**config.mk**
```make
export PLATFORM = sky130hd
export DESIGN_NAME = axis_spi_frame_ctrl_flat
export DESIGN_NICKNAME = d
export VERILOG_FILES = /design/src/rtl/axis_spi_pkg.sv /design/src/rtl/axis_if.sv /design/src/rtl/axis_spi_beat_cnt.sv /design/src/rtl/axis_spi_frame_ctrl.sv /design/src/flat_wrapper.sv
export SDC_FILE = /design/constraint.sdc
export NUM_CORES = 1
export LEC_CHECK = 0
export BUFFER_PORTS_ARGS = -buffer_cell sky130_fd_sc_hd__buf_2
export CORE_MARGIN = 1
export CORE_UTILIZATION = 49
export DETAILED_ROUTE_END_ITERATION = 8
export PLACE_DENSITY = 0.79
export SETUP_SLACK_MARGIN = 0.2
export SLEW_MARGIN = 0
export SYNTH_ARGS = -nofsm -noshare
export SYNTH_HDL_FRONTEND = slang
export SYNTH_SLANG_ARGS = --single-unit
```
**constraint.sdc**
```tcl
create_clock -name clk_i -period 2.2 [get_ports clk_i]
set_clock_uncertainty 0.15 [all_clocks]
set_input_delay 0.22 -clock clk_i [delete_from_list [all_inputs] [get_ports clk_i]]
set_output_delay 0.22 -clock clk_i [all_outputs]
set_load 0.03 [all_outputs]
```
**src/rtl/axis_spi_pkg.sv**
```systemverilog
`default_nettype none
// ============================================================================
// Module   : axis_spi_pkg
// Purpose  : Shared types and width helpers for the SPI frame sequencer.
// Revision : 1.0 - initial release
// ============================================================================
package axis_spi_pkg;

  // Frame sequencer states
  typedef enum logic [1:0] {
    IDLE  = 2'd0,
    RUN   = 2'd1,
    DRAIN = 2'd2
  } frame_state_t;

  // Slave address width: at least one bit even for a single chip-select
  function automatic int calc_addr_w(input int slave_num);
    return (slave_num > 1) ? $clog2(slave_num) : 1;
  endfunction

  // Length field width: holds frame length minus one
  function automatic int calc_len_w(input int max_len);
    return $clog2(max_len);
  endfunction

endpackage
`default_nettype wire

```
**src/rtl/axis_if.sv**
```systemverilog
`default_nettype none
// ============================================================================
// Module   : axis_if
// Purpose  : Minimal AXI-Stream bundle (tdata/tvalid/tready/tlast).
// Revision : 1.0 - initial release
// ============================================================================
interface axis_if #(
  parameter int DATA_WIDTH = 8
);
  logic [DATA_WIDTH-1:0] tdata;
  logic                  tvalid;
  logic                  tready;
  logic                  tlast;

  modport master (output tdata, output tvalid, output tlast, input tready);
  modport slave  (input tdata, input tvalid, input tlast, output tready);
endinterface
`default_nettype wire

```
**src/rtl/axis_spi_beat_cnt.sv**
```systemverilog
`default_nettype none
// ============================================================================
// Module   : axis_spi_beat_cnt
// Purpose  : Clearable beat counter that saturates at len and flags
//            when the current beat is the last one of the frame.
// Revision : 1.0 - initial release
// ============================================================================
module axis_spi_beat_cnt #(
  parameter int LEN_W = 8
) (
  input  logic             clk_i,
  input  logic             rst_i,
  input  logic             clr_i,
  input  logic             inc_i,
  input  logic [LEN_W-1:0] len_i,
  output logic             last_o
);

  logic [LEN_W-1:0] cnt_q;
  logic [LEN_W-1:0] cnt_d;

  // Next count: clear wins, increment stops at len so it can never wrap
  always_comb begin
    cnt_d = cnt_q;
    if (clr_i) begin
      cnt_d = '0;
    end else if (inc_i && !last_o) begin
      cnt_d = cnt_q + 1'b1;
    end
  end

  // Count register
  always_ff @(posedge clk_i) begin
    if (rst_i) begin
      cnt_q <= '0;
    end else begin
      cnt_q <= cnt_d;
    end
  end

  assign last_o = (cnt_q == len_i);

endmodule
`default_nettype wire

```
**src/rtl/axis_spi_frame_ctrl.sv**
```systemverilog
`default_nettype none
// ============================================================================
// Module   : axis_spi_frame_ctrl
// Purpose  : Frame sequencer in front of an AXI-Stream SPI master. Streams
//            len+1 TX bytes with tlast on the final one, holds the slave
//            address for the frame, and re-frames the returned RX bytes.
//            Optional fill frames enabled by AXIS_SPI_FRAME_FILL_EN.
// Revision : 1.0 - initial release
// ============================================================================
module axis_spi_frame_ctrl
  import axis_spi_pkg::*;
#(
  parameter int                    DATA_WIDTH = 8,
  parameter int                    SLAVE_NUM  = 2,
  parameter int                    MAX_LEN    = 256,
  parameter logic [DATA_WIDTH-1:0] FILL_BYTE  = 8'hFF
) (
  input  logic                                 clk_i,
  input  logic                                 rst_i,
  input  logic                                 req_valid_i,
  output logic                                 req_ready_o,
  input  logic [calc_addr_w(SLAVE_NUM)-1:0]    req_addr_i,
  input  logic [calc_len_w(MAX_LEN)-1:0]       req_len_i,
  input  logic                                 req_fill_i,
  axis_if.slave                                s_tx,
  axis_if.master                               m_spi,
  output logic [calc_addr_w(SLAVE_NUM)-1:0]    spi_addr_o,
  axis_if.slave                                s_spi,
  axis_if.master                               m_rx,
  output logic                                 busy_o,
  output logic                                 done_o,
  output logic                                 err_o
);

  localparam int ADDR_W = calc_addr_w(SLAVE_NUM);
  localparam int LEN_W  = calc_len_w(MAX_LEN);

  frame_state_t          state_q;
  frame_state_t          state_d;
  logic [ADDR_W-1:0]     addr_q;
  logic [LEN_W-1:0]      len_q;
  logic                  done_q;
  logic                  err_q;

  logic                  fill_w;
  logic [DATA_WIDTH-1:0] tx_data_w;
  logic                  req_hs_w;
  logic                  tx_hs_w;
  logic                  rx_hs_w;
  logic                  tx_last_w;
  logic                  rx_last_w;
  logic                  unused_tlast_w;

  // User TX tlast carries no meaning here; frame boundaries come from len
  assign unused_tlast_w = s_tx.tlast;

`ifdef AXIS_SPI_FRAME_FILL_EN
  logic fill_q;

  // Fill mode latched with the request and held for the frame
  always_ff @(posedge clk_i) begin
    if (rst_i) begin
      fill_q <= 1'b0;
    end else if (req_hs_w) begin
      fill_q <= req_fill_i;
    end
  end

  assign fill_w    = fill_q;
  assign tx_data_w = fill_q ? FILL_BYTE : s_tx.tdata;
`else
  logic unused_fill_w;
  assign unused_fill_w = req_fill_i;
  assign fill_w        = 1'b0;
  assign tx_data_w     = s_tx.tdata;
`endif

  // Handshakes derived from inputs only, so the output mux stays acyclic
  assign req_hs_w = (state_q == IDLE) && req_valid_i;
  assign tx_hs_w  = (state_q == RUN) && (fill_w || s_tx.tvalid) && m_spi.tready;
  assign rx_hs_w  = (state_q != IDLE) && s_spi.tvalid && m_rx.tready;

  axis_spi_beat_cnt #(.LEN_W(LEN_W)) u_tx_cnt (
    .clk_i  (clk_i),
    .rst_i  (rst_i),
    .clr_i  (req_hs_w),
    .inc_i  (tx_hs_w),
    .len_i  (len_q),
    .last_o (tx_last_w)
  );

  axis_spi_beat_cnt #(.LEN_W(LEN_W)) u_rx_cnt (
    .clk_i  (clk_i),
    .rst_i  (rst_i),
    .clr_i  (req_hs_w),
    .inc_i  (rx_hs_w),
    .len_i  (len_q),
    .last_o (rx_last_w)
  );

  // Next state and stream steering; RX completion takes priority over TX
  always_comb begin
    state_d      = state_q;
    req_ready_o  = 1'b0;
    m_spi.tvalid = 1'b0;
    m_spi.tdata  = tx_data_w;
    m_spi.tlast  = 1'b0;
    s_tx.tready  = 1'b0;
    m_rx.tvalid  = 1'b0;
    m_rx.tdata   = s_spi.tdata;
    m_rx.tlast   = 1'b0;
    s_spi.tready = 1'b0;
    unique case (state_q)
      IDLE: begin
        req_ready_o  = 1'b1;
        s_spi.tready = 1'b1;
        if (req_valid_i) state_d = RUN;
      end
      RUN: begin
        m_spi.tvalid = fill_w | s_tx.tvalid;
        m_spi.tlast  = tx_last_w;
        s_tx.tready  = ~fill_w & m_spi.tready;
        m_rx.tvalid  = s_spi.tvalid;
        m_rx.tlast   = rx_last_w;
        s_spi.tready = m_rx.tready;
        if (rx_hs_w && rx_last_w) begin
          state_d = IDLE;
        end else if (tx_hs_w && tx_last_w) begin
          state_d = DRAIN;
        end
      end
      DRAIN: begin
        m_rx.tvalid  = s_spi.tvalid;
        m_rx.tlast   = rx_last_w;
        s_spi.tready = m_rx.tready;
        if (rx_hs_w && rx_last_w) state_d = IDLE;
      end
      default: state_d = IDLE;
    endcase
  end

  // State, frame latches and registered status pulses
  always_ff @(posedge clk_i) begin
    if (rst_i) begin
      state_q <= IDLE;
      addr_q  <= '0;
      len_q   <= '0;
      done_q  <= 1'b0;
      err_q   <= 1'b0;
    end else begin
      state_q <= state_d;
      if (req_hs_w) begin
        addr_q <= req_addr_i;
        len_q  <= req_len_i;
      end
      done_q <= rx_hs_w && rx_last_w;
      err_q  <= rx_hs_w && (s_spi.tlast != rx_last_w);
    end
  end

  assign spi_addr_o = addr_q;
  assign busy_o     = (state_q != IDLE);
  assign done_o     = done_q;
  assign err_o      = err_q;

endmodule
`default_nettype wire

```
**src/flat_wrapper.sv**
```systemverilog
// flat-port wrapper written by rule: the top's interface ports become plain ports
module axis_spi_frame_ctrl_flat import axis_spi_pkg::*;
#(
  parameter int                    DATA_WIDTH = 8,
  parameter int                    SLAVE_NUM  = 2,
  parameter int                    MAX_LEN    = 256,
  parameter logic [DATA_WIDTH-1:0] FILL_BYTE  = 8'hFF
)
  (clk_i, rst_i, req_valid_i, req_ready_o, req_addr_i, req_len_i, req_fill_i, spi_addr_o, busy_o, done_o, err_o, s_tx_tdata, s_tx_tvalid, s_tx_tlast, s_tx_tready, m_spi_tdata, m_spi_tvalid, m_spi_tlast, m_spi_tready, s_spi_tdata, s_spi_tvalid, s_spi_tlast, s_spi_tready, m_rx_tdata, m_rx_tvalid, m_rx_tlast, m_rx_tready);
  axis_if #(.DATA_WIDTH(DATA_WIDTH)) s_tx_i ();
  axis_if #(.DATA_WIDTH(DATA_WIDTH)) m_spi_i ();
  axis_if #(.DATA_WIDTH(DATA_WIDTH)) s_spi_i ();
  axis_if #(.DATA_WIDTH(DATA_WIDTH)) m_rx_i ();
  input  logic clk_i;
  input  logic rst_i;
  input  logic req_valid_i;
  output logic req_ready_o;
  input  logic [calc_addr_w(SLAVE_NUM)-1:0] req_addr_i;
  input  logic [calc_len_w(MAX_LEN)-1:0] req_len_i;
  input  logic req_fill_i;
  output logic [calc_addr_w(SLAVE_NUM)-1:0] spi_addr_o;
  output logic busy_o;
  output logic done_o;
  output logic err_o;
  input wire logic [$bits(s_tx_i.tdata)-1:0] s_tx_tdata;
  input wire logic [$bits(s_tx_i.tvalid)-1:0] s_tx_tvalid;
  input wire logic [$bits(s_tx_i.tlast)-1:0] s_tx_tlast;
  output wire logic [$bits(s_tx_i.tready)-1:0] s_tx_tready;
  output wire logic [$bits(m_spi_i.tdata)-1:0] m_spi_tdata;
  output wire logic [$bits(m_spi_i.tvalid)-1:0] m_spi_tvalid;
  output wire logic [$bits(m_spi_i.tlast)-1:0] m_spi_tlast;
  input wire logic [$bits(m_spi_i.tready)-1:0] m_spi_tready;
  input wire logic [$bits(s_spi_i.tdata)-1:0] s_spi_tdata;
  input wire logic [$bits(s_spi_i.tvalid)-1:0] s_spi_tvalid;
  input wire logic [$bits(s_spi_i.tlast)-1:0] s_spi_tlast;
  output wire logic [$bits(s_spi_i.tready)-1:0] s_spi_tready;
  output wire logic [$bits(m_rx_i.tdata)-1:0] m_rx_tdata;
  output wire logic [$bits(m_rx_i.tvalid)-1:0] m_rx_tvalid;
  output wire logic [$bits(m_rx_i.tlast)-1:0] m_rx_tlast;
  input wire logic [$bits(m_rx_i.tready)-1:0] m_rx_tready;
  assign s_tx_i.tdata = s_tx_tdata;
  assign s_tx_i.tvalid = s_tx_tvalid;
  assign s_tx_i.tlast = s_tx_tlast;
  assign s_tx_tready = s_tx_i.tready;
  assign m_spi_tdata = m_spi_i.tdata;
  assign m_spi_tvalid = m_spi_i.tvalid;
  assign m_spi_tlast = m_spi_i.tlast;
  assign m_spi_i.tready = m_spi_tready;
  assign s_spi_i.tdata = s_spi_tdata;
  assign s_spi_i.tvalid = s_spi_tvalid;
  assign s_spi_i.tlast = s_spi_tlast;
  assign s_spi_tready = s_spi_i.tready;
  assign m_rx_tdata = m_rx_i.tdata;
  assign m_rx_tvalid = m_rx_i.tvalid;
  assign m_rx_tlast = m_rx_i.tlast;
  assign m_rx_i.tready = m_rx_tready;
  axis_spi_frame_ctrl #(.DATA_WIDTH(DATA_WIDTH), .SLAVE_NUM(SLAVE_NUM), .MAX_LEN(MAX_LEN), .FILL_BYTE(FILL_BYTE)) u_core (.clk_i(clk_i), .rst_i(rst_i), .req_valid_i(req_valid_i), .req_ready_o(req_ready_o), .req_addr_i(req_addr_i), .req_len_i(req_len_i), .req_fill_i(req_fill_i), .s_tx(s_tx_i), .m_spi(m_spi_i), .spi_addr_o(spi_addr_o), .s_spi(s_spi_i), .m_rx(m_rx_i), .busy_o(busy_o), .done_o(done_o), .err_o(err_o));
endmodule
```
After elaboration in Yosys (flattened, before gate mapping)
Index checks and enable logic that the tools add are counted.
{"block": "totals", "reg_bits": 29, "latch_bits": 0, "ramBits": 0, "mem_bits_ro": 0, "in_bits": 35, "out_inout_bits": 27, "n_memories": 0}
{"block": "op_classes", "add_sub_neg": 2, "n_mul": 0, "div_mod_pow": 0, "n_lt_le_gt_ge": 0, "eq_ne": 8, "shift": 0, "muxes": 12, "bitwise": 0, "reduce_logical": 17}
{"op": "$add 8x1->8 const B", "n": 2}
{"op": "$eq 8x8->1", "n": 2}
{"op": "$logic_and 1x1->1", "n": 10}
{"op": "$mux 2", "n": 4}
{"op": "$mux 1", "n": 6}
{"op": "$pmux 2 s3", "n": 1}
{"op": "$reduce_or 2->1", "n": 2}
{"op": "$ne 3x3->1 const B", "n": 1}
{"op": "$reduce_and 3->1", "n": 1}
{"op": "$eq 2x1->1 const B", "n": 1}
{"op": "$eq 2x2->1 const B", "n": 1}
{"op": "$logic_not 1->1", "n": 2}
{"op": "$logic_not 2->1", "n": 1}
{"op": "$ne 2x1->1 const B", "n": 1}
{"op": "$ne 2x2->1 const B", "n": 1}
{"op": "$pmux 1 s2", "n": 1}
{"op": "$reduce_bool 2->1", "n": 1}
{"op": "$ne 1x1->1", "n": 1}

Logic depth before layout (Yosys ltp)
{"block": "depth", "word_depth": 7, "ltp_mapped": 7, "mapped_depth_nobuf": 7}

By module
Synthesis repeated with hierarchy kept, for this count alone.
{"block": "unflattened", "cells_unflattened": 207, "area_unflattened_um2": 1779.2}
{"mod": "axis_spi_beat_cnt", "n_inst": 2, "cells_per_inst": 58, "area_each_um2": 511.7, "seq_area_each_um2": 160.2}
{"mod": "axis_spi_frame_ctrl", "n_inst": 1, "cells_per_inst": 91, "area_each_um2": 755.7, "seq_area_each_um2": 260.2}

Least setup slack after synthesis
OpenSTA, ideal clock, no wires.
{"block": "synth_path", "path_type": "reg-to-reg", "start": "reg u_core.state_q[0]", "end": "reg u_core.u_rx_cnt.cnt_q[7]", "setup_time_ps": 128, "arrival_ps": 2024, "slack_ps": -102, "stages_incl_launch_ff": 8, "path_cell_list": "dfxtp_1 -> inv_1 -> ha_1 -> inv_1 -> nand3_1 -> a2111oi_0 -> xnor2_1 -> nor2_1"}
{"block": "synth_between", "elab_chain_len": 4, "elab_cells_between_ends": 7, "classes_between": "reduce/logical: 7"}
{"item": "start, declared", "line": "axis_spi_frame_ctrl.sv:38", "rtl": "frame_state_t state_q;"}
{"item": "start signal, assigned", "line": "axis_spi_frame_ctrl.sv:151", "rtl": "state_q <= state_d;"}
{"item": "$reduce_bool 2->1"}
{"item": "via busy_o", "line": "flat_wrapper.sv:22", "rtl": "output logic busy_o;"}
{"item": "$logic_and 1x1->1 (2 in series)", "line": "axis_spi_frame_ctrl.sv:81", "rtl": "assign rx_hs_w = (state_q != IDLE) && s_spi.tvalid && m_rx.tready;"}
{"item": "$logic_and 1x1->1", "line": "axis_spi_beat_cnt.sv:27", "rtl": "end else if (inc_i && !last_o) begin"}
{"item": "end signal, assigned", "line": "axis_spi_beat_cnt.sv:37", "rtl": "cnt_q <= cnt_d;"}
{"item": "end, declared", "line": "axis_spi_beat_cnt.sv:19", "rtl": "logic [LEN_W-1:0] cnt_q;"}
The timed path passes the listed nets, and every way through them passes these cells.
A chain may end at the register's enable or synchronous reset.

Final worst setup path
{"block": "layout_path", "start": "reg u_core.len_q[7]", "end": "out m_rx_tlast"}
{"block": "layout_between", "elab_chain_len": 2}
{"item": "start, declared", "line": "axis_spi_frame_ctrl.sv:41", "rtl": "logic [LEN_W-1:0] len_q;"}
{"item": "start signal, assigned", "line": "axis_spi_frame_ctrl.sv:154", "rtl": "len_q <= req_len_i;"}
{"item": "$eq 8x8->1", "line": "axis_spi_beat_cnt.sv:41", "rtl": "assign last_o = (cnt_q == len_i);"}
{"item": "$mux 1", "line": "axis_spi_frame_ctrl.sv:113", "rtl": "unique case (state_q)"}
{"item": "end, declared", "line": "flat_wrapper.sv:39", "rtl": "output wire logic [$bits(m_rx_i.tlast)-1:0] m_rx_tlast;"}
Every way passes these cells.

==> impl_metrics.xml <==
<?xml version="1.0" encoding="UTF-8"?>
<metrics>
  <group name="run_status">
    <metric name="outcome" unit="">complete, no violations</metric>
  </group>
  <group name="detailed_routing">
    <metric name="detail_route.iter0.violations" unit="">36</metric>
    <metric name="drc" unit="">0</metric>
    <metric name="vias_per_cell" unit="">5.25</metric>
    <metric name="wire_length_reported_by_the_detailed_router" unit="um">3500</metric>
    <metric name="final_antenna_net_count" unit="">0</metric>
    <metric name="wl_per_cell" unit="um">12.8</metric>
    <metric name="via_count_of_the_routed_design" unit="">1438</metric>
    <metric name="drtPass1Iterations" unit="">4</metric>
  </group>
  <group name="die">
    <metric name="placementRows" unit="">20</metric>
    <metric name="chipHeight" unit="um">60.6</metric>
    <metric name="full_die_area" unit="um^2">3680</metric>
    <metric name="num_io_pins" unit="">62</metric>
    <metric name="effective_utilization_at_floorplan" unit="%">53.4</metric>
    <metric name="die_w" unit="um">60.6</metric>
    <metric name="placeableCoreArea" unit="um^2">3150</metric>
  </group>
  <group name="placed_design">
    <metric name="dp.final_hpwl" unit="um">2410</metric>
    <metric name="place.gp.congestion" unit="">0.833</metric>
    <metric name="placement.setup.worst_slack" unit="ps">253</metric>
    <metric name="place.port_buffers" unit="">27</metric>
  </group>
  <group name="cells_and_area">
    <metric name="multi_input_comb_area" unit="um^2">971</metric>
    <metric name="most-common-layout-cells" unit="">sky130_fd_sc_hd__buf_2, sky130_fd_sc_hd__nand2_1, sky130_fd_sc_hd__dfxtp_1</metric>
    <metric name="finalNetCount" unit="">270</metric>
    <metric name="final-seq-area" unit="um^2">591</metric>
    <metric name="final_layout_fill_cell_count" unit="">257</metric>
    <metric name="antenna-diode-count" unit="">0</metric>
    <metric name="layout.cells.most_common" unit="">sky130_fd_sc_hd__buf_2</metric>
    <metric name="post_route_cells_drive_above_1_share" unit="%">31.3</metric>
    <metric name="flow.area_growth_from_synthesis" unit="%">21.6</metric>
  </group>
  <group name="clock_network">
    <metric name="cts.sink_count" unit="">29</metric>
    <metric name="clk_transition_reported_paths" unit="ps">90</metric>
    <metric name="clk_root_buffer_cell" unit="">sky130_fd_sc_hd__clkbuf_4</metric>
    <metric name="cts_made_buffers" unit="">5</metric>
    <metric name="cts_tree" unit="">done</metric>
    <metric name="ctsHtreeMaxLevel" unit="">2</metric>
    <metric name="ctsLongestPathBuffers" unit="">2</metric>
    <metric name="clkLatencyLatePin" unit="ps">340</metric>
  </group>
  <group name="worst_setup_path">
    <metric name="cp_data_required_time" unit="ps">1830</metric>
    <metric name="regToRegEndpoint" unit="">u_core.state_q[1]$_SDFFE_PP0P_</metric>
    <metric name="setup.worst_path.start" unit="">u_core.len_q[7]$_SDFFE_PP0P_</metric>
    <metric name="crit-reg2reg-launch" unit="">u_core.state_q[1]$_SDFFE_PP0P_</metric>
    <metric name="critical_path_arrival" unit="ps">1570</metric>
    <metric name="worst_setup_path_endpoint" unit="">m_rx_tlast</metric>
    <metric name="r2r_cells" unit="">6</metric>
    <metric name="crit_path_max_fanout" unit="">3</metric>
    <metric name="start_kind" unit="">flop</metric>
    <metric name="setup.worst_path.end_class" unit="">primary output</metric>
    <metric name="timing.reg2reg.setup_slack" unit="ps">350</metric>
    <metric name="crit_type" unit="">reg -&gt; out</metric>
  </group>
  <group name="sta">
    <metric name="finalMaxSlewViolations" unit="">0</metric>
    <metric name="layout_worst_path_cycle_share" unit="%">88.0</metric>
    <metric name="setup-violations-final" unit="">0</metric>
    <metric name="final_period_minus_worst_setup_slack" unit="ps">1940</metric>
    <metric name="timing.final.ws_setup" unit="ps">264</metric>
    <metric name="timing_hold_violations_final" unit="">0</metric>
    <metric name="achievable-frequency" unit="MHz">516</metric>
    <metric name="unrepaired_setup_endpoints_after_global_routing" unit="">true</metric>
    <metric name="timing.max_slew.rel_slack" unit="%">77.7</metric>
    <metric name="setup-tns-final" unit="ps">0</metric>
    <metric name="max_slew.worst_pin.slew" unit="ps">333</metric>
    <metric name="worst_hold_margin" unit="ps">32.6</metric>
  </group>
  <group name="grt">
    <metric name="grt_usage" unit="%">22.0</metric>
    <metric name="first_global_vias" unit="">1298</metric>
    <metric name="globalRouteOverflowTotal" unit="">0</metric>
    <metric name="wire_length_of_the_first_global_routing_pass" unit="um">5820</metric>
    <metric name="number_of_antenna_violations_at_the_first_check_in_global_routing" unit="">0</metric>
    <metric name="maximum_number_of_pins_on_one_net_before_global_route_repair" unit="">18</metric>
  </group>
  <group name="yosys">
    <metric name="postSynthRegisterBits" unit="">29</metric>
    <metric name="postSynthCellCount" unit="">195</metric>
    <metric name="ys_seq_area_share" unit="%">34.5</metric>
    <metric name="synth_top_cell_area_share" unit="%">34.5</metric>
    <metric name="synth_nets" unit="">236</metric>
    <metric name="synth_area_leader_cell" unit="">sky130_fd_sc_hd__dfxtp_1</metric>
    <metric name="synthDistinctLibCells" unit="">28</metric>
    <metric name="synth.area.top_cells" unit="">sky130_fd_sc_hd__dfxtp_1, sky130_fd_sc_hd__xor2_1, sky130_fd_sc_hd__buf_4</metric>
    <metric name="synthesis.area_per_instance" unit="um^2">8.64</metric>
    <metric name="yosysWarningCount" unit="">0</metric>
    <metric name="synthesis.area" unit="um^2">1680</metric>
  </group>
  <group name="power_and_ir_drop">
    <metric name="vdd_ir_drop_max" unit="V">0.000456</metric>
    <metric name="power.density" unit="nW/um^2">1020</metric>
    <metric name="power.static_leakage" unit="nW">0.885</metric>
    <metric name="finalPower" unit="mW">2.09</metric>
  </group>
  <group name="min_path">
    <metric name="min_path_type" unit="">in -&gt; reg</metric>
  </group>
  <group name="job">
    <metric name="max_cap_violations" unit="">0</metric>
  </group>
</metrics>
## timing repair
action | in CTS | in global routing
endpoints found under the hold margin | 9 | 0
resized for setup | 2 | 17
endpoints found under the setup margin | 2 | 14
setup buffers | 4 | 0
pin swaps | 2 | 2
hold buffers | 9 | 0
## cell usage after synthesis
master	instances
sky130_fd_sc_hd__xor2_1	17
sky130_fd_sc_hd__clkbuf_1	4
sky130_fd_sc_hd__xnor2_1	11
sky130_fd_sc_hd__and3_1	3
sky130_fd_sc_hd__a2111oi_0	1
sky130_fd_sc_hd__or3_1	2
sky130_fd_sc_hd__nand4_1	4
sky130_fd_sc_hd__nor4_2	2
sky130_fd_sc_hd__mux2i_1	4
sky130_fd_sc_hd__ha_1	6
sky130_fd_sc_hd__nand2b_1	2
sky130_fd_sc_hd__and2_1	4
sky130_fd_sc_hd__nor4_4	2
sky130_fd_sc_hd__nand3_1	8
sky130_fd_sc_hd__a31o_2	1
sky130_fd_sc_hd__a2111oi_1	1
sky130_fd_sc_hd__o211ai_1	1
sky130_fd_sc_hd__a31oi_1	1
sky130_fd_sc_hd__buf_4	16
sky130_fd_sc_hd__a21oi_1	14
sky130_fd_sc_hd__a2111oi_2	2
sky130_fd_sc_hd__dfxtp_1	29
sky130_fd_sc_hd__nor3_1	2
sky130_fd_sc_hd__a211oi_1	8
sky130_fd_sc_hd__inv_1	7
sky130_fd_sc_hd__nor2_1	18
sky130_fd_sc_hd__nand2_1	24
sky130_fd_sc_hd__buf_6	1
## worst max-delay path, cell delays in order (launching register included)
cell,delay (ps)
sky130_fd_sc_hd__dfxtp_2,350
sky130_fd_sc_hd__xor2_1,170
sky130_fd_sc_hd__nor4_2,270
sky130_fd_sc_hd__buf_4,150
sky130_fd_sc_hd__and3_1,140
sky130_fd_sc_hd__buf_4,150
## logic make-up (layout without fill, tap and decap cells)
family                   after synthesis  count (layout)  synth area share (%)
XOR/XNOR                              28              28                  14.6
AND/OR/NAND/NOR                       71              71                  21.9
flip-flops                            29              29                  34.5
AO/OA/AOI/OAI                         29              29                  12.0
buffers and inverters                 28              63                  10.3
adder cells (fa/ha/maj)                6               6                  4.46
multiplexers                           4               4                  2.38
## worst min-delay path by stage
stage                         startpoint                      endpoint  cells past startpoint
final                        s_spi_tlast       u_core.err_o$_SDFF_PP0_                      3
after global routing         s_spi_tlast       u_core.err_o$_SDFF_PP0_                      3
after CTS                    s_spi_tlast       u_core.err_o$_SDFF_PP0_                      3
after detailed placement  s_spi_tdata[4]                 m_rx_tdata[4]                      0
after global placement    s_spi_tdata[4]                 m_rx_tdata[4]                      0
after floorplan             req_len_i[0]  u_core.len_q[0]$_SDFFE_PP0P_                      2
## per-layer routing
| layer | vias to the layer above | GRT usage (%) | share of wire, % |
|---|---|---|---|
| met5 | - | 0 | 0 |
| li1 | 717 | - | - |
| met2 | 42 | 36.4 | 46 |
| met1 | 669 | 26.7 | 47 |
| met3 | 10 | 7.25 | 5.6 |
| met4 | 0 | 8.44 | 1.6 |
## per-stage QoR
stage	instance area (um^2)	std cells	util [%]
3_5_place_dp	1800	253	57.0
5_1_grt	2050	274	65.0
3_3_place_gp	1800	253	57.0
2_1_floorplan	1690	195	-
4_1_cts	2010	274	63.6
6_report	2050	274	65.0
## power breakdown
group,internal [mW],total (mW),leakage (nW),switching [mW]
Clock,0.271,0.459,0.0455,0.188
Sequential,0.581,0.637,0.239,0.0559
Combinational,0.390,0.997,0.600,0.607
Total,1.24,2.09,0.885,0.851
## area by class of cell
type                    count  area share [%]
clock buffers               7            2.69
multi-input cells         138            47.4
flip-flops and latches     29            28.8
inverters                   7            1.28
clock inverters             1            1.47
repair buffers             48            15.6
well taps                  44            2.69
## flip-flops by register name, summed over array words and instances, names as in the netlist
name                   flops
u_core.u_rx_cnt.cnt_q      8
u_core.u_tx_cnt.cnt_q      8
u_core.err_o               1
u_core.done_o              1
u_core.len_q               8
u_core.state_q             2
u_core.spi_addr_o          1
No activity file was read; power rests on OpenSTA's default activity.
